===== src/rtl/dispatcher_if.sv =====
// Issue-stage bus between the instruction queue, RF, ROB, both CDBs and the RS/LSB.
// The slave modport is the dispatcher's view and the master modport is the surrounding pipeline's view.
interface dispatcher_if #(
   parameter int DATA_W   = 32,
   parameter int ROB_ID_W = 5,
   parameter int OPENUM_W = 6
);
   logic                rdy;
   logic                misbranch_flag;

   logic                inst_valid;
   logic [OPENUM_W-1:0] inst_openum;
   logic [4:0]          inst_rd;
   logic [4:0]          inst_rs1;
   logic [4:0]          inst_rs2;
   logic                inst_use_rs2;
   logic                inst_is_ls;
   logic [DATA_W-1:0]   inst_pc;
   logic [DATA_W-1:0]   inst_imm;
   logic                dispatch_ready;

   logic [4:0]          rf_rs1_idx;
   logic [4:0]          rf_rs2_idx;
   logic [DATA_W-1:0]   rf_V1;
   logic [DATA_W-1:0]   rf_V2;
   logic [ROB_ID_W-1:0] rf_Q1;
   logic [ROB_ID_W-1:0] rf_Q2;
   logic                rename_en;
   logic [4:0]          rename_rd;
   logic [ROB_ID_W-1:0] rename_rob_id;

   logic                rob_full;
   logic [ROB_ID_W-1:0] rob_free_id;
   logic                rob_alloc_en;
   logic [4:0]          rob_alloc_rd;
   logic [OPENUM_W-1:0] rob_alloc_openum;
   logic [DATA_W-1:0]   rob_alloc_pc;
   logic [ROB_ID_W-1:0] rob_q1_query;
   logic [ROB_ID_W-1:0] rob_q2_query;
   logic                rob_q1_ready;
   logic                rob_q2_ready;
   logic [DATA_W-1:0]   rob_q1_value;
   logic [DATA_W-1:0]   rob_q2_value;

   logic                arith_cdb_valid;
   logic [ROB_ID_W-1:0] arith_cdb_rob_id;
   logic [DATA_W-1:0]   arith_cdb_result;
   logic                ls_cdb_valid;
   logic [ROB_ID_W-1:0] ls_cdb_rob_id;
   logic [DATA_W-1:0]   ls_cdb_result;

   logic                rs_full;
   logic                lsb_full;
   logic                rs_en;
   logic                lsb_en;
   logic [OPENUM_W-1:0] out_openum;
   logic [DATA_W-1:0]   out_V1;
   logic [DATA_W-1:0]   out_V2;
   logic [ROB_ID_W-1:0] out_Q1;
   logic [ROB_ID_W-1:0] out_Q2;
   logic [DATA_W-1:0]   out_pc;
   logic [DATA_W-1:0]   out_imm;
   logic [ROB_ID_W-1:0] out_rob_id;

   modport slave (
      input  rdy, misbranch_flag,
      input  inst_valid, inst_openum, inst_rd, inst_rs1, inst_rs2, inst_use_rs2,
      input  inst_is_ls, inst_pc, inst_imm,
      output dispatch_ready,
      output rf_rs1_idx, rf_rs2_idx,
      input  rf_V1, rf_V2, rf_Q1, rf_Q2,
      output rename_en, rename_rd, rename_rob_id,
      input  rob_full, rob_free_id,
      output rob_alloc_en, rob_alloc_rd, rob_alloc_openum, rob_alloc_pc,
      output rob_q1_query, rob_q2_query,
      input  rob_q1_ready, rob_q2_ready, rob_q1_value, rob_q2_value,
      input  arith_cdb_valid, arith_cdb_rob_id, arith_cdb_result,
      input  ls_cdb_valid, ls_cdb_rob_id, ls_cdb_result,
      input  rs_full, lsb_full,
      output rs_en, lsb_en, out_openum, out_V1, out_V2, out_Q1, out_Q2,
      output out_pc, out_imm, out_rob_id
   );

   modport master (
      output rdy, misbranch_flag,
      output inst_valid, inst_openum, inst_rd, inst_rs1, inst_rs2, inst_use_rs2,
      output inst_is_ls, inst_pc, inst_imm,
      input  dispatch_ready,
      input  rf_rs1_idx, rf_rs2_idx,
      output rf_V1, rf_V2, rf_Q1, rf_Q2,
      input  rename_en, rename_rd, rename_rob_id,
      output rob_full, rob_free_id,
      input  rob_alloc_en, rob_alloc_rd, rob_alloc_openum, rob_alloc_pc,
      input  rob_q1_query, rob_q2_query,
      output rob_q1_ready, rob_q2_ready, rob_q1_value, rob_q2_value,
      output arith_cdb_valid, arith_cdb_rob_id, arith_cdb_result,
      output ls_cdb_valid, ls_cdb_rob_id, ls_cdb_result,
      output rs_full, lsb_full,
      input  rs_en, lsb_en, out_openum, out_V1, out_V2, out_Q1, out_Q2,
      input  out_pc, out_imm, out_rob_id
   );
endinterface


===== src/rtl/dispatcher.sv =====
// Issue stage: allocates ROB and rename entries on the IQ handshake, resolves V/Q operands,
// and delivers a registered, CDB-clean payload to the RS or LSB one cycle later.
module dispatcher #(
   parameter int DATA_W   = 32,
   parameter int ROB_ID_W = 5,
   parameter int OPENUM_W = 6
) (
   input logic        clk,
   input logic        rst,
   dispatcher_if.slave bus
);
   localparam logic [ROB_ID_W-1:0] ZERO_ROB = '0;
   localparam logic [OPENUM_W-1:0] NOP      = '0;

   logic                r_rs_en;
   logic                r_lsb_en;
   logic [OPENUM_W-1:0] r_openum;
   logic [DATA_W-1:0]   r_V1;
   logic [DATA_W-1:0]   r_V2;
   logic [ROB_ID_W-1:0] r_Q1;
   logic [ROB_ID_W-1:0] r_Q2;
   logic [DATA_W-1:0]   r_pc;
   logic [DATA_W-1:0]   r_imm;
   logic [ROB_ID_W-1:0] r_rob_id;

   logic                w_unit_free;
   logic                w_ready;
   logic                w_fire;
   logic [DATA_W-1:0]   w_V1;
   logic [DATA_W-1:0]   w_V2;
   logic [ROB_ID_W-1:0] w_Q1;
   logic [ROB_ID_W-1:0] w_Q2;
   logic [DATA_W-1:0]   w_snp_V1;
   logic [DATA_W-1:0]   w_snp_V2;
   logic [ROB_ID_W-1:0] w_snp_Q1;
   logic [ROB_ID_W-1:0] w_snp_Q2;

   // The unit full flags do not yet see an insert landing this cycle, so our own strobe blocks reissue.
   assign w_unit_free = bus.inst_is_ls ? (!bus.lsb_full && !r_lsb_en)
                                       : (!bus.rs_full && !r_rs_en);
   assign w_ready     = bus.rdy && !bus.misbranch_flag && !bus.rob_full && w_unit_free;
   assign w_fire      = bus.inst_valid && w_ready;

   assign bus.dispatch_ready   = w_ready;
   assign bus.rf_rs1_idx       = bus.inst_rs1;
   assign bus.rf_rs2_idx       = bus.inst_rs2;
   assign bus.rename_en        = w_fire && (bus.inst_rd != 5'd0);
   assign bus.rename_rd        = bus.inst_rd;
   assign bus.rename_rob_id    = bus.rob_free_id;
   assign bus.rob_alloc_en     = w_fire;
   assign bus.rob_alloc_rd     = bus.inst_rd;
   assign bus.rob_alloc_openum = bus.inst_openum;
   assign bus.rob_alloc_pc     = bus.inst_pc;
   assign bus.rob_q1_query     = bus.rf_Q1;
   assign bus.rob_q2_query     = bus.rf_Q2;

   always_comb begin
      w_V1 = '0;
      w_Q1 = ZERO_ROB;
      if (bus.inst_rs1 != 5'd0) begin
         if (bus.rf_Q1 == ZERO_ROB)
            w_V1 = bus.rf_V1;
         else if (bus.arith_cdb_valid && bus.arith_cdb_rob_id == bus.rf_Q1)
            w_V1 = bus.arith_cdb_result;
         else if (bus.ls_cdb_valid && bus.ls_cdb_rob_id == bus.rf_Q1)
            w_V1 = bus.ls_cdb_result;
         else if (bus.rob_q1_ready)
            w_V1 = bus.rob_q1_value;
         else
            w_Q1 = bus.rf_Q1;
      end
   end

   always_comb begin
      w_V2 = '0;
      w_Q2 = ZERO_ROB;
      if (bus.inst_use_rs2 && bus.inst_rs2 != 5'd0) begin
         if (bus.rf_Q2 == ZERO_ROB)
            w_V2 = bus.rf_V2;
         else if (bus.arith_cdb_valid && bus.arith_cdb_rob_id == bus.rf_Q2)
            w_V2 = bus.arith_cdb_result;
         else if (bus.ls_cdb_valid && bus.ls_cdb_rob_id == bus.rf_Q2)
            w_V2 = bus.ls_cdb_result;
         else if (bus.rob_q2_ready)
            w_V2 = bus.rob_q2_value;
         else
            w_Q2 = bus.rf_Q2;
      end
   end

   // Broadcasts during the landing cycle are folded into the held payload.
   always_comb begin
      w_snp_V1 = r_V1;
      w_snp_Q1 = r_Q1;
      w_snp_V2 = r_V2;
      w_snp_Q2 = r_Q2;
      if (r_Q1 != ZERO_ROB) begin
         if (bus.arith_cdb_valid && bus.arith_cdb_rob_id == r_Q1) begin
            w_snp_V1 = bus.arith_cdb_result;
            w_snp_Q1 = ZERO_ROB;
         end else if (bus.ls_cdb_valid && bus.ls_cdb_rob_id == r_Q1) begin
            w_snp_V1 = bus.ls_cdb_result;
            w_snp_Q1 = ZERO_ROB;
         end
      end
      if (r_Q2 != ZERO_ROB) begin
         if (bus.arith_cdb_valid && bus.arith_cdb_rob_id == r_Q2) begin
            w_snp_V2 = bus.arith_cdb_result;
            w_snp_Q2 = ZERO_ROB;
         end else if (bus.ls_cdb_valid && bus.ls_cdb_rob_id == r_Q2) begin
            w_snp_V2 = bus.ls_cdb_result;
            w_snp_Q2 = ZERO_ROB;
         end
      end
   end

   always_ff @(posedge clk or negedge rst) begin
      if (!rst) begin
         r_rs_en  <= 1'b0;
         r_lsb_en <= 1'b0;
         r_openum <= NOP;
         r_V1     <= '0;
         r_V2     <= '0;
         r_Q1     <= ZERO_ROB;
         r_Q2     <= ZERO_ROB;
         r_pc     <= '0;
         r_imm    <= '0;
         r_rob_id <= ZERO_ROB;
      end else if (bus.rdy) begin
         if (bus.misbranch_flag) begin
            r_rs_en  <= 1'b0;
            r_lsb_en <= 1'b0;
            r_openum <= NOP;
         end else if (w_fire) begin
            r_rs_en  <= !bus.inst_is_ls;
            r_lsb_en <= bus.inst_is_ls;
            r_openum <= bus.inst_openum;
            r_V1     <= w_V1;
            r_V2     <= w_V2;
            r_Q1     <= w_Q1;
            r_Q2     <= w_Q2;
            r_pc     <= bus.inst_pc;
            r_imm    <= bus.inst_imm;
            r_rob_id <= bus.rob_free_id;
         end else begin
            r_rs_en  <= 1'b0;
            r_lsb_en <= 1'b0;
            if (r_rs_en || r_lsb_en) begin
               r_V1 <= w_snp_V1;
               r_Q1 <= w_snp_Q1;
               r_V2 <= w_snp_V2;
               r_Q2 <= w_snp_Q2;
            end
         end
      end
   end

   assign bus.rs_en      = r_rs_en;
   assign bus.lsb_en     = r_lsb_en;
   assign bus.out_openum = r_openum;
   assign bus.out_V1     = r_V1;
   assign bus.out_V2     = r_V2;
   assign bus.out_Q1     = r_Q1;
   assign bus.out_Q2     = r_Q2;
   assign bus.out_pc     = r_pc;
   assign bus.out_imm    = r_imm;
   assign bus.out_rob_id = r_rob_id;
endmodule


===== src/flat_wrapper.sv =====
// flat-port wrapper written by rule: the top's interface ports become plain ports
module dispatcher_flat 
#(
   parameter int DATA_W   = 32,
   parameter int ROB_ID_W = 5,
   parameter int OPENUM_W = 6
)
  (clk, rst, bus_rdy, bus_misbranch_flag, bus_inst_valid, bus_inst_openum, bus_inst_rd, bus_inst_rs1, bus_inst_rs2, bus_inst_use_rs2, bus_inst_is_ls, bus_inst_pc, bus_inst_imm, bus_dispatch_ready, bus_rf_rs1_idx, bus_rf_rs2_idx, bus_rf_V1, bus_rf_V2, bus_rf_Q1, bus_rf_Q2, bus_rename_en, bus_rename_rd, bus_rename_rob_id, bus_rob_full, bus_rob_free_id, bus_rob_alloc_en, bus_rob_alloc_rd, bus_rob_alloc_openum, bus_rob_alloc_pc, bus_rob_q1_query, bus_rob_q2_query, bus_rob_q1_ready, bus_rob_q2_ready, bus_rob_q1_value, bus_rob_q2_value, bus_arith_cdb_valid, bus_arith_cdb_rob_id, bus_arith_cdb_result, bus_ls_cdb_valid, bus_ls_cdb_rob_id, bus_ls_cdb_result, bus_rs_full, bus_lsb_full, bus_rs_en, bus_lsb_en, bus_out_openum, bus_out_V1, bus_out_V2, bus_out_Q1, bus_out_Q2, bus_out_pc, bus_out_imm, bus_out_rob_id);
  dispatcher_if #(.DATA_W(DATA_W), .ROB_ID_W(ROB_ID_W), .OPENUM_W(OPENUM_W)) bus_i ();
  input logic clk;
  input logic rst;
  input wire logic [$bits(bus_i.rdy)-1:0] bus_rdy;
  input wire logic [$bits(bus_i.misbranch_flag)-1:0] bus_misbranch_flag;
  input wire logic [$bits(bus_i.inst_valid)-1:0] bus_inst_valid;
  input wire logic [$bits(bus_i.inst_openum)-1:0] bus_inst_openum;
  input wire logic [$bits(bus_i.inst_rd)-1:0] bus_inst_rd;
  input wire logic [$bits(bus_i.inst_rs1)-1:0] bus_inst_rs1;
  input wire logic [$bits(bus_i.inst_rs2)-1:0] bus_inst_rs2;
  input wire logic [$bits(bus_i.inst_use_rs2)-1:0] bus_inst_use_rs2;
  input wire logic [$bits(bus_i.inst_is_ls)-1:0] bus_inst_is_ls;
  input wire logic [$bits(bus_i.inst_pc)-1:0] bus_inst_pc;
  input wire logic [$bits(bus_i.inst_imm)-1:0] bus_inst_imm;
  output wire logic [$bits(bus_i.dispatch_ready)-1:0] bus_dispatch_ready;
  output wire logic [$bits(bus_i.rf_rs1_idx)-1:0] bus_rf_rs1_idx;
  output wire logic [$bits(bus_i.rf_rs2_idx)-1:0] bus_rf_rs2_idx;
  input wire logic [$bits(bus_i.rf_V1)-1:0] bus_rf_V1;
  input wire logic [$bits(bus_i.rf_V2)-1:0] bus_rf_V2;
  input wire logic [$bits(bus_i.rf_Q1)-1:0] bus_rf_Q1;
  input wire logic [$bits(bus_i.rf_Q2)-1:0] bus_rf_Q2;
  output wire logic [$bits(bus_i.rename_en)-1:0] bus_rename_en;
  output wire logic [$bits(bus_i.rename_rd)-1:0] bus_rename_rd;
  output wire logic [$bits(bus_i.rename_rob_id)-1:0] bus_rename_rob_id;
  input wire logic [$bits(bus_i.rob_full)-1:0] bus_rob_full;
  input wire logic [$bits(bus_i.rob_free_id)-1:0] bus_rob_free_id;
  output wire logic [$bits(bus_i.rob_alloc_en)-1:0] bus_rob_alloc_en;
  output wire logic [$bits(bus_i.rob_alloc_rd)-1:0] bus_rob_alloc_rd;
  output wire logic [$bits(bus_i.rob_alloc_openum)-1:0] bus_rob_alloc_openum;
  output wire logic [$bits(bus_i.rob_alloc_pc)-1:0] bus_rob_alloc_pc;
  output wire logic [$bits(bus_i.rob_q1_query)-1:0] bus_rob_q1_query;
  output wire logic [$bits(bus_i.rob_q2_query)-1:0] bus_rob_q2_query;
  input wire logic [$bits(bus_i.rob_q1_ready)-1:0] bus_rob_q1_ready;
  input wire logic [$bits(bus_i.rob_q2_ready)-1:0] bus_rob_q2_ready;
  input wire logic [$bits(bus_i.rob_q1_value)-1:0] bus_rob_q1_value;
  input wire logic [$bits(bus_i.rob_q2_value)-1:0] bus_rob_q2_value;
  input wire logic [$bits(bus_i.arith_cdb_valid)-1:0] bus_arith_cdb_valid;
  input wire logic [$bits(bus_i.arith_cdb_rob_id)-1:0] bus_arith_cdb_rob_id;
  input wire logic [$bits(bus_i.arith_cdb_result)-1:0] bus_arith_cdb_result;
  input wire logic [$bits(bus_i.ls_cdb_valid)-1:0] bus_ls_cdb_valid;
  input wire logic [$bits(bus_i.ls_cdb_rob_id)-1:0] bus_ls_cdb_rob_id;
  input wire logic [$bits(bus_i.ls_cdb_result)-1:0] bus_ls_cdb_result;
  input wire logic [$bits(bus_i.rs_full)-1:0] bus_rs_full;
  input wire logic [$bits(bus_i.lsb_full)-1:0] bus_lsb_full;
  output wire logic [$bits(bus_i.rs_en)-1:0] bus_rs_en;
  output wire logic [$bits(bus_i.lsb_en)-1:0] bus_lsb_en;
  output wire logic [$bits(bus_i.out_openum)-1:0] bus_out_openum;
  output wire logic [$bits(bus_i.out_V1)-1:0] bus_out_V1;
  output wire logic [$bits(bus_i.out_V2)-1:0] bus_out_V2;
  output wire logic [$bits(bus_i.out_Q1)-1:0] bus_out_Q1;
  output wire logic [$bits(bus_i.out_Q2)-1:0] bus_out_Q2;
  output wire logic [$bits(bus_i.out_pc)-1:0] bus_out_pc;
  output wire logic [$bits(bus_i.out_imm)-1:0] bus_out_imm;
  output wire logic [$bits(bus_i.out_rob_id)-1:0] bus_out_rob_id;
  assign bus_i.rdy = bus_rdy;
  assign bus_i.misbranch_flag = bus_misbranch_flag;
  assign bus_i.inst_valid = bus_inst_valid;
  assign bus_i.inst_openum = bus_inst_openum;
  assign bus_i.inst_rd = bus_inst_rd;
  assign bus_i.inst_rs1 = bus_inst_rs1;
  assign bus_i.inst_rs2 = bus_inst_rs2;
  assign bus_i.inst_use_rs2 = bus_inst_use_rs2;
  assign bus_i.inst_is_ls = bus_inst_is_ls;
  assign bus_i.inst_pc = bus_inst_pc;
  assign bus_i.inst_imm = bus_inst_imm;
  assign bus_dispatch_ready = bus_i.dispatch_ready;
  assign bus_rf_rs1_idx = bus_i.rf_rs1_idx;
  assign bus_rf_rs2_idx = bus_i.rf_rs2_idx;
  assign bus_i.rf_V1 = bus_rf_V1;
  assign bus_i.rf_V2 = bus_rf_V2;
  assign bus_i.rf_Q1 = bus_rf_Q1;
  assign bus_i.rf_Q2 = bus_rf_Q2;
  assign bus_rename_en = bus_i.rename_en;
  assign bus_rename_rd = bus_i.rename_rd;
  assign bus_rename_rob_id = bus_i.rename_rob_id;
  assign bus_i.rob_full = bus_rob_full;
  assign bus_i.rob_free_id = bus_rob_free_id;
  assign bus_rob_alloc_en = bus_i.rob_alloc_en;
  assign bus_rob_alloc_rd = bus_i.rob_alloc_rd;
  assign bus_rob_alloc_openum = bus_i.rob_alloc_openum;
  assign bus_rob_alloc_pc = bus_i.rob_alloc_pc;
  assign bus_rob_q1_query = bus_i.rob_q1_query;
  assign bus_rob_q2_query = bus_i.rob_q2_query;
  assign bus_i.rob_q1_ready = bus_rob_q1_ready;
  assign bus_i.rob_q2_ready = bus_rob_q2_ready;
  assign bus_i.rob_q1_value = bus_rob_q1_value;
  assign bus_i.rob_q2_value = bus_rob_q2_value;
  assign bus_i.arith_cdb_valid = bus_arith_cdb_valid;
  assign bus_i.arith_cdb_rob_id = bus_arith_cdb_rob_id;
  assign bus_i.arith_cdb_result = bus_arith_cdb_result;
  assign bus_i.ls_cdb_valid = bus_ls_cdb_valid;
  assign bus_i.ls_cdb_rob_id = bus_ls_cdb_rob_id;
  assign bus_i.ls_cdb_result = bus_ls_cdb_result;
  assign bus_i.rs_full = bus_rs_full;
  assign bus_i.lsb_full = bus_lsb_full;
  assign bus_rs_en = bus_i.rs_en;
  assign bus_lsb_en = bus_i.lsb_en;
  assign bus_out_openum = bus_i.out_openum;
  assign bus_out_V1 = bus_i.out_V1;
  assign bus_out_V2 = bus_i.out_V2;
  assign bus_out_Q1 = bus_i.out_Q1;
  assign bus_out_Q2 = bus_i.out_Q2;
  assign bus_out_pc = bus_i.out_pc;
  assign bus_out_imm = bus_i.out_imm;
  assign bus_out_rob_id = bus_i.out_rob_id;
  dispatcher #(.DATA_W(DATA_W), .ROB_ID_W(ROB_ID_W), .OPENUM_W(OPENUM_W)) u_core (.clk(clk), .rst(rst), .bus(bus_i));
endmodule

===== config.mk =====
export PLATFORM = sky130hd
export DESIGN_NAME = dispatcher_flat
export DESIGN_NICKNAME = d
export VERILOG_FILES = /design/src/rtl/dispatcher_if.sv /design/src/rtl/dispatcher.sv /design/src/flat_wrapper.sv
export SDC_FILE = /design/constraint.sdc
export NUM_CORES = 1
export LEC_CHECK = 0
export CORE_AREA = 3 3 213 215
export CTS_CLUSTER_DIAMETER = 200
export CTS_CLUSTER_SIZE = 10
export DETAILED_ROUTE_END_ITERATION = 16
export DIE_AREA = 0 0 216 218
export MAX_ROUTING_LAYER = met4
export PLACE_DENSITY = 0.58
export SYNTH_ARGS = -nofsm -noshare
export SYNTH_HDL_FRONTEND = slang
export SYNTH_SLANG_ARGS = --single-unit

===== constraint.sdc =====
create_clock -name clk -period 1.94 [get_ports clk]
set_input_delay 0.194 -clock clk [delete_from_list [all_inputs] [get_ports clk]]
set_output_delay 0.194 -clock clk [all_outputs]
set_load 0.03 [all_outputs]

# Word-level counts from Yosys, hierarchy flattened
# Cells that the tools add are included.
# W data, S select, Z words.
totals:
  output_inout_bits: 227
  latchBits: 0
  elab_cells: 107
  romBits: 0
  in_bits: 316
  ram_bits: 0
  memories: 0
  reg_bits: 151
classes:
  div: 0
  addsub: 0
  bitwise_logic: 1
  order_cmp: 0
  n_mux: 47
  n_reduce_logical: 41
  mul: 0
  n_eq_ne: 8
  n_shift: 0
ops:
  columns: ["op", "count"]
  rows:
  - ["$mux W32", 20]
  - ["$mux W5", 20]
  - ["$eq A5 B5 Y1", 8]
  - ["$reduce_bool A5 Y1", 5]
  - ["$logic_and A1 B1 Y1", 16]
  - ["$mux W6", 2]
  - ["$logic_not A5 Y1", 2]
  - ["$reduce_and A5 Y1", 2]
  - ["$reduce_bool A2 Y1", 4]
  - ["$logic_not A1 Y1", 7]
  - ["$reduce_bool A3 Y1", 2]
  - ["$mux W1", 5]
  - ["$reduce_and A3 Y1", 1]
  - ["$reduce_and A2 Y1", 1]
  - ["$logic_or A1 B1 Y1", 1]
  - ["$not A1 Y1", 1]

# Depth between registers and ports, before layout
# Gate-level depths: netlist of the first run.
logic_depth:
  word_depth: 7
  mapped_depth: 9
  ltp_nobuf: 6

# Worst setup path after synthesis of the first run
# No wires, ideal clock.
synth_timing:
  path_type: "flip-flop to output port"
  startpoint: "register u_core.r_lsb_en (netlist: u_core.bus.lsb_en)"
  endpoint: "output bus_rename_en"
  required_ns: 1.746
  arrival_ns: 1.928
  n_path_buf: 2
  slack_ns: -0.182
  path_stages_with_launch: 6
  cell_sequence: "dfrtp_1 > nor3b_1 > o211ai_2 > buf_2 > buf_1 > a21oi_1"
synth_via:
  elab_chain_len: 6
synth_lines:
  columns: ["element", "line_no", "rtl"]
  rows:
  - ["start, declared", "dispatcher.sv:16", "logic r_lsb_en;"]
  - ["start signal, assigned", "dispatcher.sv:136", "r_lsb_en <= bus.inst_is_ls;"]
  - ["$logic_not A1 Y1", "dispatcher.sv:39", "assign w_unit_free = bus.inst_is_ls ? (!bus.lsb_full && !r_lsb_en)"]
  - ["$logic_and A1 B1 Y1", "dispatcher.sv:39", null]
  - ["$mux W1", "dispatcher.sv:39", null]
  - ["$logic_and A1 B1 Y1", "dispatcher.sv:41", "assign w_ready = bus.rdy && !bus.misbranch_flag && !bus.rob_full && w_unit_free;"]
  - ["$logic_and A1 B1 Y1", "dispatcher.sv:42", "assign w_fire = bus.inst_valid && w_ready;"]
  - ["$logic_and A1 B1 Y1", "dispatcher.sv:47", "assign bus.rename_en = w_fire && (bus.inst_rd != 5'd0);"]
  - ["end, declared", "flat_wrapper.sv:30", "output wire logic [$bits(bus_i.rename_en)-1:0] bus_rename_en;"]
# Every way passes these cells.

# Final worst setup path of the first run
layout_timing:
  startpoint: "register u_core.r_Q1[0] (netlist: u_core.bus.out_Q1[0])"
  endpoint: "register u_core.r_V1[3] (netlist: u_core.bus.out_V1[3])"
layout_via:
  elab_chain_len: 6
  elab_cells_between_ends: 12
  classes_between: "2 x eq/ne; 4 x mux; 6 x reduce/logical"
layout_lines:
  columns: ["element", "line_no", "rtl"]
  rows:
  - ["start, declared", "dispatcher.sv:20", "logic [ROB_ID_W-1:0] r_Q1;"]
  - ["start signal, assigned", "dispatcher.sv:140", "r_Q1 <= w_Q1;"]
  - ["start signal, assigned", "dispatcher.sv:150", "r_Q1 <= w_snp_Q1;"]
  - ["$eq A5 B5 Y1", "dispatcher.sv:98", "if (bus.arith_cdb_valid && bus.arith_cdb_rob_id == r_Q1) begin"]
  - ["$logic_and A1 B1 Y1", "dispatcher.sv:98", null]
  - ["$mux W32", "dispatcher.sv:98", null]
  - ["$mux W32", "dispatcher.sv:97", "if (r_Q1 != ZERO_ROB) begin"]
  - ["$mux W32", "dispatcher.sv:148", "if (r_rs_en || r_lsb_en) begin"]
  - ["$mux W32", "dispatcher.sv:134", "end else if (w_fire) begin"]
  - ["end signal, assigned", "dispatcher.sv:138", "r_V1 <= w_V1;"]
  - ["end signal, assigned", "dispatcher.sv:149", "r_V1 <= w_snp_V1;"]
  - ["end, declared", "dispatcher.sv:18", "logic [DATA_W-1:0] r_V1;"]
# Parallel ways exist; a longest one is shown, timed or not. The select of a mux whose other input is x is not followed.
# A chain may end at the register's enable or synchronous reset.

==> flow_metrics.py, run 1 <==
metrics = {
    "status": {
        "violations": "setup timing",
        "status": "complete, but fails checks",
    },
    "grt": {
        "antenna_found_initial": 10,
        "grt_pass1_vias": 11500,
        "grt_usage": 0.226,
        "grt_max_degree": 76,
        "grt_pass1_wl_um": 76800,
        "overflow": 0,
    },
    "clocking": {
        "clk_path_buf_depth": 2,
        "clk_pin_slew_worst_paths_ns": 0.07,
        "cts_made_buffers": 17,
        "htreeDepth": 4,
        "cts_tree": "done",
        "cts-root-buf": "clkbuf_16",
        "cts_sinks": 151,
        "clk_latency_ns": 0.48,
    },
    "power": {
        "ir_drop_uv": 545,
        "finalPower_w": 0.0131,
        "p_leak_nw": 7.59,
        "p_per_area_mw_per_mm2": 735,
    },
    "critical_path": {
        "worstPathArrival_ns": 2.48,
        "crit_slowest_cell": "dfrtp_2",
        "end_kind": "flop",
        "startpoint_type": "flop",
        "rrSetupSlack_ns": -0.18,
        "crit_chain": "xor2_1, nor4_1, and3_4, buf_12, buf_8, buf_12, mux2_4, o21ai_4, a2bb2oi_2",
        "crit_type": "reg2reg",
        "crit_top_cell": "buf_12",
        "worstPathMaxFanout": 3,
        "max_stage_delay_ns": 0.42,
        "worstPathRequired_ns": 2.30,
    },
    "route": {
        "vias": 11200,
        "drt-vias-per-instance": 5.02,
        "drt-wirelength-per-cell_um": 24.3,
        "ant_nets": 0,
        "drt_wl_total_um": 54300,
        "drtIter0Drc": 1105,
        "first_pass_iters": 7,
        "drc": 0,
    },
    "cells_and_area": {
        "final_util": 0.405,
        "synthToLayoutAreaGrowth_pct": 84.3,
        "final_layout_size_suffix_gt1_frac": 0.190,
        "final_nets": 1932,
        "n_fill_cell": 4368,
    },
    "synth": {
        "yosysSeqAreaShare": 0.391,
        "avgSynthCellArea_sq_um": 9.13,
        "yosysTopAreaCellShare": 0.391,
        "syn_nets": 1375,
        "async_flop_share": 1.00,
        "yosysUniqueCellTypes": 54,
        "synth_edf_count": 0,
        "ys_warn_count": 0,
        "synthTopCellsByArea": "dfrtp_1 (39%), nand2_1 (9.0%), buf_4 (6.1%)",
        "synthCells": 1059,
        "yosys.area.top_type": "dfrtp_1",
        "synth-main-ff-cell": "dfrtp_1",
        "netlist_area_sq_mm": 0.00967,
        "synth_seq_cells": 151,
    },
    "floorplan": {
        "io_pins": 543,
        "die_w_um": 216,
        "die_h_um": 218,
        "initial_core_util": 0.220,
        "dieArea_sq_mm": 0.0471,
        "core_sq_mm": 0.0439,
        "core.rowCount": 77,
    },
    "sta": {
        "slew_headroom": 0.629,
        "fin_crit_sh": 1.09,
        "setup_tns_ns": -6.98,
        "timing.final.max_slew_violations": 0,
        "worst_pin_slew_ns": 0.553,
        "period_minus_slack_ns": 2.12,
        "hold_viol_final": 0,
        "worst_clock_skew_ns": 0.0121,
        "setup_viol": 74,
        "clock.fmax_mhz": 472,
        "rsz0062_at_grt": "yes",
        "worst_slack_ns": -0.179,
    },
    "flow_run": {
        "maxCapViolCount": 0,
    },
    "placed_design": {
        "globalplace.congestion": 0.924,
        "hpwl_um": 40200,
        "port_buffers": 542,
    },
    "min_path": {
        "hp-class": "in2reg",
    },
}
[stage by stage]
| stage | setup WS, ns | hold WS [ns] | cells | cell area, sq um |
|---|---|---|---|---|
| final | -0.179 | 0.225 | 2233 | 17800 |
| after global routing | -0.227 | 0.207 | 2231 | 17800 |
| after CTS | -0.137 | 0.167 | 2211 | 17400 |
| after detailed placement | -0.530 | 0.172 | 2158 | 16300 |
| after global placement | -0.496 | 0.170 | 2158 | 16300 |
| after floorplan | -0.0306 | -0.102 | 1059 | 9750 |
[where the power goes]
part,internal [W],switching [W],total [W]
clock,0.00197,0.00166,0.00362
sequential,0.00375,0.000384,0.00414
combinational,0.00251,0.00283,0.00534
[critical path, delay by kind of cell, from the launching register on]
kind	cells	cell delay (ns)
compound gates	2	0.22
xor+xnor	1	0.14
buf+inv	3	0.31
flops	1	0.42
mux	1	0.30
simple gates	2	0.59
[timing repair]
action	4_1_cts	5_1_grt
buffers inserted	16	6
hold buffers	1	0
gates cloned	4	6
endpoints found under the setup margin	75	78
endpoints found under the hold margin	36	0
resized for setup	54	61
pin swaps	47	44
[placed cells by master, fill, tap and decap left out, drive strengths merged, types with 5 or more instances in the layout]
| cell type | synthesis | final |
|---|---|---|
| a21oi | 26 | 26 |
| mux2 | 31 | 31 |
| nor2 | 11 | 11 |
| o21ai | 61 | 61 |
| nand2 | 233 | 233 |
| a211o | 12 | 12 |
| dfrtp | 151 | 151 |
| a31o | 31 | 31 |
| o221ai | 20 | 20 |
| xnor2 | 24 | 24 |
| xor2 | 16 | 16 |
| o211ai | 53 | 53 |
| nand3 | 5 | 5 |
| clkdlybuf4s50 | 0 | 531 |
| mux2i | 10 | 10 |
| nor3 | 18 | 18 |
| clkbuf | 34 | 24 |
| inv | 25 | 31 |
| a221o | 51 | 51 |
| a22o | 16 | 16 |
| a2bb2oi | 33 | 33 |
| a32oi | 20 | 20 |
| buf | 131 | 159 |
| a221oi | 12 | 12 |
| diode | 0 | 12 |
[flip-flops by register name, indices dropped and copies added (netlist names), 5 cells and up]
| register | count |
|---|---|
| u_core.bus.out_Q1 | 5 |
| u_core.bus.out_Q2 | 5 |
| u_core.bus.out_V1 | 32 |
| u_core.bus.out_V2 | 32 |
| u_core.bus.out_imm | 32 |
| u_core.bus.out_openum | 6 |
| u_core.bus.out_pc | 32 |
| u_core.bus.out_rob_id | 5 |
[area by class of cell]
cell class / instances / area [sq um] / area share
Antenna cell: 12 / 30.0 / 0.00169
Clock buffer: 19 / 443 / 0.0249
Clock inverter: 13 / 158 / 0.00885
Inverter: 25 / 98.8 / 0.00555
Multi-Input combinational cell: 718 / 5220 / 0.293
Sequential cell: 151 / 3790 / 0.213
Tap cell: 592 / 741 / 0.0416
Timing Repair Buffer: 703 / 7330 / 0.412
[cell families (layout without fill, tap and decap cells)]
logic type / Yosys count / in the layout / synth area share
AOI/OAI and AO/OA: 343 / 343 / 0.281
and+or+nand+nor: 294 / 294 / 0.129
buffers and inverters: 190 / 760 / 0.117
DFF: 151 / 151 / 0.391
muxes: 41 / 41 / 0.0465
xor gates and xnor gates: 40 / 40 / 0.0362
other: 0 / 12 / 0
[synth_stat cells, types with 12 or more instances]
| library cell | n |
|---|---|
| o21ai_0 | 36 |
| buf_2 | 39 |
| buf_4 | 78 |
| a31o_1 | 31 |
| a211o_1 | 12 |
| nor3_1 | 17 |
| clkbuf_1 | 34 |
| o221ai_1 | 20 |
| a32oi_1 | 20 |
| o211ai_1 | 52 |
| inv_1 | 24 |
| xnor2_1 | 24 |
| dfrtp_1 | 151 |
| o21ai_1 | 23 |
| a22o_1 | 16 |
| a221o_1 | 51 |
| a2bb2oi_1 | 30 |
| xor2_1 | 16 |
| mux2_1 | 31 |
| nand2_1 | 233 |
| a221oi_1 | 12 |
| a21oi_1 | 26 |
[metal layers]
| metal | vias to the layer above | GRT usage | share of wire |
|---|---|---|---|
| met1 | 5462 | 0.267 | 0.40 |
| li1 | 4992 | - | - |
| met2 | 680 | 0.362 | 0.48 |
| met3 | 84 | 0.0726 | 0.089 |
| met5 | - | - | 0 |
| met4 | 0 | 0.0865 | 0.030 |
[worst paths after layout]
check / start / end / cells after the start
min in group asynchronous: rst / u_core.bus.out_V1[7] / 2
min: bus_inst_imm[11] / u_core.bus.out_imm[11] / 3
max in group asynchronous: rst / u_core.bus.out_pc[11] / 3
min reg2reg: u_core.bus.out_pc[4] / u_core.bus.out_pc[4] / 2
max reg2reg: u_core.bus.out_Q1[0] / u_core.bus.out_V1[3] / 9
max: u_core.bus.out_Q1[0] / u_core.bus.out_V1[3] / 9
Power figures use the tool's default switching activity.
==> run 2: changes to the inputs <==
- ABC_AREA: unset -> 1
- CORE_AREA: 3 3 213 215 -> 3 3 210 212
- DIE_AREA: 0 0 216 218 -> 0 0 213 215
- GPL_TIMING_DRIVEN: unset -> 0
- PLACE_DENSITY: 0.58 -> 0.65
==> run 2 against run 1 <==
Net effect:
- the run still ends with setup timing left
- critical path depth grew 2
- final cell count rose by 45%
- global-route usage is 5.2 points higher
- count of clock-buffer cells in the layout is 2 higher
- register-to-register slack improved by 0.10 ns
- clock skew about the same
- worst setup slack improved by 0.10 ns
- sequential power is 2% lower
- worst hold slack got worse by 0.039 ns
- design area rose by 11%
- flip-flop and latch count is the same
- critical endpoint is now u_core.bus.out_V1[8]
- largest power group unchanged
==> flow_metrics.py, run 2 <==
metrics = {
    "route": {
        "drt-wirelength-per-cell_um": 19.9,
        "drt_wl_total_um": 64700,
        "vias": 15300,
        "drt-vias-per-instance": 4.70,
        "drtIter0Drc": 1035,
        "drc": 0,
        "first_pass_iters": 7,
        "ant_nets": 0,
    },
    "critical_path": {
        "startpoint_type": "flop",
        "end_kind": "flop",
        "worstPathMaxFanout": 10,
        "worstPathArrival_ns": 2.36,
        "worstPathRequired_ns": 2.29,
        "crit_type": "reg2reg",
    },
    "clocking": {
        "cts_sinks": 151,
        "cts_tree": "done",
        "htreeDepth": 4,
        "clk_pin_slew_worst_paths_ns": 0.07,
        "clk_path_buf_depth": 2,
        "cts_made_buffers": 17,
        "cts-root-buf": "clkbuf_16",
        "clk_latency_ns": 0.46,
    },
    "floorplan": {
        "io_pins": 543,
        "dieArea_sq_mm": 0.0458,
        "die_h_um": 215,
        "core.rowCount": 75,
        "die_w_um": 213,
        "initial_core_util": 0.284,
        "core_sq_mm": 0.0421,
    },
    "sta": {
        "timing.final.max_slew_violations": 0,
        "fin_crit_sh": 1.04,
        "hold_viol_final": 0,
        "rsz0062_at_grt": "yes",
        "worst_slack_ns": -0.0777,
        "worst_clock_skew_ns": 0.0119,
        "worst_pin_slew_ns": 0.737,
        "period_minus_slack_ns": 2.02,
        "clock.fmax_mhz": 496,
        "worst_hold_slack_ns": 0.185,
        "slew_headroom": 0.509,
        "setup_viol": 57,
    },
    "cells_and_area": {
        "final_layout_size_suffix_gt1_frac": 0.147,
        "mostFrequentLayoutCells": "nand2_1 (758), clkdlybuf4s50_1 (519), nor2_1 (300), inv_1 (278)",
        "final_nets": 3002,
        "final_common_cell": "nand2_1",
        "synthToLayoutAreaGrowth_pct": 65.9,
    },
    "power": {
        "p_per_area_mw_per_mm2": 648,
        "p_leak_nw": 10.9,
        "ir_drop_uv": 642,
    },
    "synth": {
        "yosys.area.top_type": "dfrtp_1",
        "netlist_area_sq_mm": 0.0120,
        "yosysTopAreaCellShare": 0.316,
        "synth_seq_cells": 151,
        "synthCells": 2105,
        "ys_warn_count": 0,
        "synth-main-ff-cell": "dfrtp_1",
        "yosysMostFrequentCell": "nand2_1",
        "synth_edf_count": 0,
        "avgSynthCellArea_sq_um": 5.69,
        "synth_common_cells": "nand2_1 (784), nor2_1 (361), inv_1 (290), dfrtp_1 (151), nand3_1 (149)",
        "yosysSeqAreaShare": 0.316,
        "synthTopCellsByArea": "dfrtp_1 (32%), nand2_1 (25%), nor2_1 (11%)",
        "syn_nets": 2421,
        "async_flop_share": 1.00,
        "yosysUniqueCellTypes": 26,
    },
    "grt": {
        "grt_pass1_vias": 15100,
        "grt_max_degree": 80,
        "grt_usage": 0.279,
        "antenna_found_initial": 11,
        "grt_pass1_wl_um": 92700,
        "overflow": 0,
    },
    "status": {
        "violations": "setup timing",
        "status": "complete, but fails checks",
    },
    "placed_design": {
        "port_buffers": 540,
        "dp_slack_ns": -1.09,
        "hpwl_um": 50900,
        "globalplace.congestion": 0.907,
    },
    "min_path": {
        "hp-class": "in2reg",
    },
    "flow_run": {
        "maxCapViolCount": 0,
    },
}
==> run 2: changes by cell type in the layout (fill, tap and decap cells not counted), moves of 26 or more <==
cell      change
o211ai_1     -52
nor2_1      +292
inv_1       +254
nand2_1     +527
buf_2        +38
a31o_1       -31
nor2_4       +28
a21oi_1      +66
a21oi_2      +43
nand3_1     +142
a221o_1      -51
nor2_2       +31
inv_2        +26
==> run 2: logic make-up after synthesis <==
| group | after synthesis | synth area share |
|---|---|---|
| buf+inv | 487 | 0.185 |
| flops | 151 | 0.316 |
| compound gates | 159 | 0.0674 |
| simple gates | 1308 | 0.432 |
==> run 2: routing by layer <==
layer | part of all wire | global-route usage | routed length [um] | up-vias
met5 | 0 | - | 0 | -
met4 | 0.040 | 0.110 | 2570 | 0
met3 | 0.093 | 0.0884 | 6000 | 128
met2 | 0.49 | 0.472 | 31900 | 748
met1 | 0.37 | 0.302 | 24200 | 7025
li1 | - | - | - | 7377
==> run 2: critical path: stages (launching register included) <==
cell	delay, ns
dfrtp_1	0.39
nor2_2	0.12
nor2_2	0.05
nor2_4	0.12
nand3_4	0.12
buf_6	0.15
a21oi_4	0.21
nand3_4	0.20
buf_12	0.20
buf_8	0.15
nor2_2	0.10
a21oi_2	0.06
==> run 2: path summary, 6_finish.rpt <==
kind / end / slack (ns) / cells after the start / start
worst min register to register: u_core.bus.out_rob_id[4] / 0.48 / 2 / u_core.bus.out_rob_id[4]
max in group asynchronous: u_core.bus.out_imm[7] / 0.70 / 3 / rst
worst max register to register: u_core.bus.out_V1[8] / -0.08 / 11 / u_core.bus.rs_en
worst min-delay path: u_core.bus.out_Q2[1] / 0.19 / 3 / bus_rf_Q2[1]
worst max-delay path: u_core.bus.out_V1[8] / -0.08 / 11 / u_core.bus.rs_en
min in group asynchronous: u_core.bus.out_V2[30] / 0.35 / 2 / rst
==> run 2: power by group <==
group          leakage, nW  switching, W  internal [W]  total, W
Combinational         8.97       0.00311       0.00225   0.00536
Clock                0.275       0.00161       0.00186   0.00347
Sequential            1.69      0.000370       0.00367   0.00404
Total                 10.9       0.00509       0.00778    0.0129
==> run 2: final cells by class <==
| class | instances | area (sq um) |
|---|---|---|
| Antenna cell | 10 | 25.0 |
| Buffer | 179 | 1280 |
| Clock buffer | 21 | 460 |
| Clock inverter | 11 | 115 |
| Fill cell | 4389 | 22300 |
| Inverter | 305 | 1150 |
| Multi-Input combinational cell | 1467 | 6620 |
| Sequential cell | 151 | 3780 |
| Tap cell | 539 | 674 |
| Timing Repair Buffer | 565 | 5740 |
==> run 2: what timing repair did <==
| item | in CTS | in global routing |
|---|---|---|
| hold buffers | 1 | 0 |
| buffers inserted | 18 | 3 |
| endpoints found under the hold margin | 78 | 0 |
| endpoints found under the setup margin | 148 | 80 |
| pin swaps | 4 | 7 |
| gates resized for setup | 119 | 211 |
| gates cloned | 0 | 2 |
==> run 2: through the flow <==
step	utilization	cell area [sq um]	power (W)	cells	setup TNS, ns
2_1_floorplan	-	12000	0.00656	2105	0
3_3_place_gp	0.428	18100	0.00924	3184	-1040.97
3_5_place_dp	0.429	18100	0.00925	3185	-86.46
4_1_cts	0.455	19200	0.0128	3235	-3.37
5_1_grt	0.471	19800	0.0135	3248	-5.41
6_report	0.471	19800	0.0129	3248	-2.00
==> run 3: changes to the inputs <==
- MAX_ROUTING_LAYER: met4 -> unset
- PLACE_DENSITY: 0.65 -> unset
==> run 3 against run 2 <==
Net effect:
- the run still ends with setup timing left
- power rose by 0.73%
- first-iteration DRC count shrank 8.1%
- routed wire length is 1.7% lower
- worst hold slack improved by 0.016 ns
- flip-flop and latch count did not move
- combinational power down 1%
- worst setup slack worse by 0.042 ns
- non-clock buffer count grew 5
- die area unchanged
- clock skew increased by 0.0052 ns
- final cell count did not move
- largest cell class unchanged
- largest power group unchanged
==> flow_metrics.py, run 3 (same netlist as run 2, synthesis figures left out) <==
metrics = {
    "critical_path": {
        "max_stage_delay_ns": 0.38,
        "rrSetupSlack_ns": -0.06,
        "crit_type": "reg2out",
        "r2r-start": "u_core.bus.rs_en",
        "worstPathArrival_ns": 1.87,
        "crit_top_cell": "buf_12",
        "worst_r2r_endpoint": "u_core.bus.out_V1[10]",
        "worstPathMaxFanout": 4,
        "startpoint_type": "flop",
        "end_kind": "output port",
        "endpoint": "bus_rename_en",
        "reg2regPathDepth": 11,
        "crit_slowest_cell": "dfrtp_1",
        "crit_start": "u_core.bus.rs_en",
        "worstPathRequired_ns": 1.75,
        "crit_chain": "nor2_1, nor2_2, nor2_4, nand3_4, buf_12, buf_12, buf_12, a21oi_4, buf_6",
    },
    "sta": {
        "period_minus_slack_ns": 2.06,
        "fin_crit_sh": 1.06,
        "worst_slack_ns": -0.120,
        "slew_headroom": 0.550,
        "clock.fmax_mhz": 486,
        "hold_viol_final": 0,
        "timing.final.max_slew_violations": 0,
        "worst_clock_skew_ns": 0.0171,
        "worst_pin_slew_ns": 0.673,
        "setup_viol": 44,
        "rsz0062_at_grt": "yes",
    },
    "route": {
        "drt-wirelength-per-cell_um": 19.6,
        "first_pass_iters": 5,
        "drt_wl_total_um": 63600,
        "drc": 0,
        "ant_nets": 0,
        "drtIter0Drc": 951,
        "drt-vias-per-instance": 4.64,
        "vias": 15100,
    },
    "floorplan": {
        "dieArea_sq_mm": 0.0458,
        "die_h_um": 215,
        "core.rowCount": 75,
        "io_pins": 543,
        "core_sq_mm": 0.0421,
        "initial_core_util": 0.284,
        "die_w_um": 213,
    },
    "placed_design": {
        "place_inst": 3185,
        "port_buffers": 540,
        "globalplace.congestion": 0.915,
        "dp_slack_ns": -1.10,
        "placed_area_sq_mm": 0.0181,
        "hpwl_um": 49800,
    },
    "cells_and_area": {
        "final_nets": 3007,
        "synthToLayoutAreaGrowth_pct": 64.5,
        "mostFrequentLayoutCells": "nand2_1 (784), clkdlybuf4s50_1 (520), nor2_1 (305), inv_1 (289)",
        "multiInputGateArea_sq_mm": 0.00643,
        "n_fill_cell": 4439,
        "final_common_cell": "nand2_1",
        "fin_cells": 3248,
        "final_layout_size_suffix_gt1_frac": 0.129,
        "final_area_sq_mm": 0.0197,
        "ff_latch_area_sq_mm": 0.00379,
    },
    "power": {
        "combPwrFrac": 0.407,
        "p_int_w": 0.00787,
        "pwr-share-seq": 0.311,
        "p_clk_frac": 0.282,
        "p_sw_w": 0.00509,
        "sw_frac_of_total": 0.393,
        "ir_drop_uv": 680,
        "p_per_area_mw_per_mm2": 658,
        "p_leak_nw": 10.9,
    },
    "min_path": {
        "hp-class": "in2reg",
        "hold_depth": 3,
    },
    "clocking": {
        "cts_sinks": 151,
        "cts_made_buffers": 17,
        "clk_latency_ns": 0.45,
        "clk_pin_slew_worst_paths_ns": 0.08,
        "htreeDepth": 4,
        "clk_path_buf_depth": 2,
        "cts_tree": "done",
        "cts-root-buf": "clkbuf_16",
    },
    "status": {
        "status": "complete, but fails checks",
        "violations": "setup timing",
    },
    "grt": {
        "grt_usage": 0.270,
        "antenna_found_initial": 8,
        "grt_pass1_wl_um": 93300,
        "overflow": 0,
        "grt_pass1_vias": 15100,
        "grt_max_degree": 93,
    },
    "flow_run": {
        "maxCapViolCount": 0,
    },
}
==> run 3: cell types whose count changed in the layout (fill, tap and decap cells not counted), sizes merged, moves of 5 or more <==
cell	previous run	this run
dlygate4sd2	0	6
buf	162	171
clkbuf	66	58
dlymetal6s2s	17	10
inv	309	315
diode	10	5
==> run 3: layer usage <==
metal | wire length (um) | track usage | share of wire
met5 | 25 | 0 | 0.00039
met4 | 1800 | 0.0865 | 0.028
met3 | 6000 | 0.0755 | 0.094
met2 | 31300 | 0.477 | 0.49
met1 | 24400 | 0.315 | 0.38
==> run 3: cell type report <==
| type | count | share of cell area |
|---|---|---|
| multi-input cells | 1467 | 0.327 |
| repair buffers | 568 | 0.289 |
| flip-flops and latches | 151 | 0.192 |
| plain buffers | 181 | 0.0674 |
| inverters | 305 | 0.0589 |
| well taps | 539 | 0.0343 |
| clock buffers | 17 | 0.0216 |
| clock inverters | 15 | 0.00909 |
| diodes | 5 | 0.000635 |
==> run 3: worst max-delay path: cells and delay by family, from the launching register on <==
| kind | cells | cell delay, ns |
|---|---|---|
| AOI/OAI and AO/OA | 1 | 0.10 |
| buffers and inverters | 4 | 0.51 |
| and+or+nand+nor | 4 | 0.42 |
| DFF | 1 | 0.38 |
==> run 3: repair_timing <==
action | in CTS | in global routing
endpoints found under the setup margin | 150 | 78
pin swaps | 4 | 6
setup buffers | 16 | 10
hold buffers | 1 | 0
endpoints found under the hold margin | 59 | 0
resized for setup | 138 | 125
==> run 3: how the worst min path moves through the flow <==
| stage | from | endpoint | slack [ns] |
|---|---|---|---|
| 2_1_floorplan | rst | u_core.bus.lsb_en | -0.10 |
| 3_3_place_gp | u_core.bus.out_pc[12] | u_core.bus.out_pc[12] | 0.46 |
| 3_5_place_dp | rst | u_core.bus.out_V2[26] | 0.16 |
| 4_1_cts | bus_inst_imm[22] | u_core.bus.out_imm[22] | 0.24 |
| 5_1_grt | bus_rf_Q2[1] | u_core.bus.out_Q2[1] | 0.21 |
| 6_report | bus_rf_Q2[1] | u_core.bus.out_Q2[1] | 0.20 |
==> run 3: per-stage QoR <==
stage | setup TNS (ns) | hold WS (ns) | utilization | power, W
after floorplan | 0 | -0.102 | - | 0.00656
final | -1.56 | 0.201 | 0.467 | 0.0130
after global routing | -7.32 | 0.211 | 0.467 | 0.0136
after detailed placement | -89.72 | 0.162 | 0.429 | 0.00921
after CTS | -0.803 | 0.240 | 0.455 | 0.0130
after global placement | -1061.45 | 0.461 | 0.428 | 0.00921
==> run 3: power groups by stage <==
stage | logic, W | registers [W] | clock network (W)
2_1_floorplan | 0.00151 | 0.00505 | 0
3_3_place_gp | 0.00515 | 0.00406 | 0
3_5_place_dp | 0.00515 | 0.00406 | 0
4_1_cts | 0.00522 | 0.00403 | 0.00373
5_1_grt | 0.00567 | 0.00410 | 0.00384
6_report | 0.00528 | 0.00403 | 0.00365
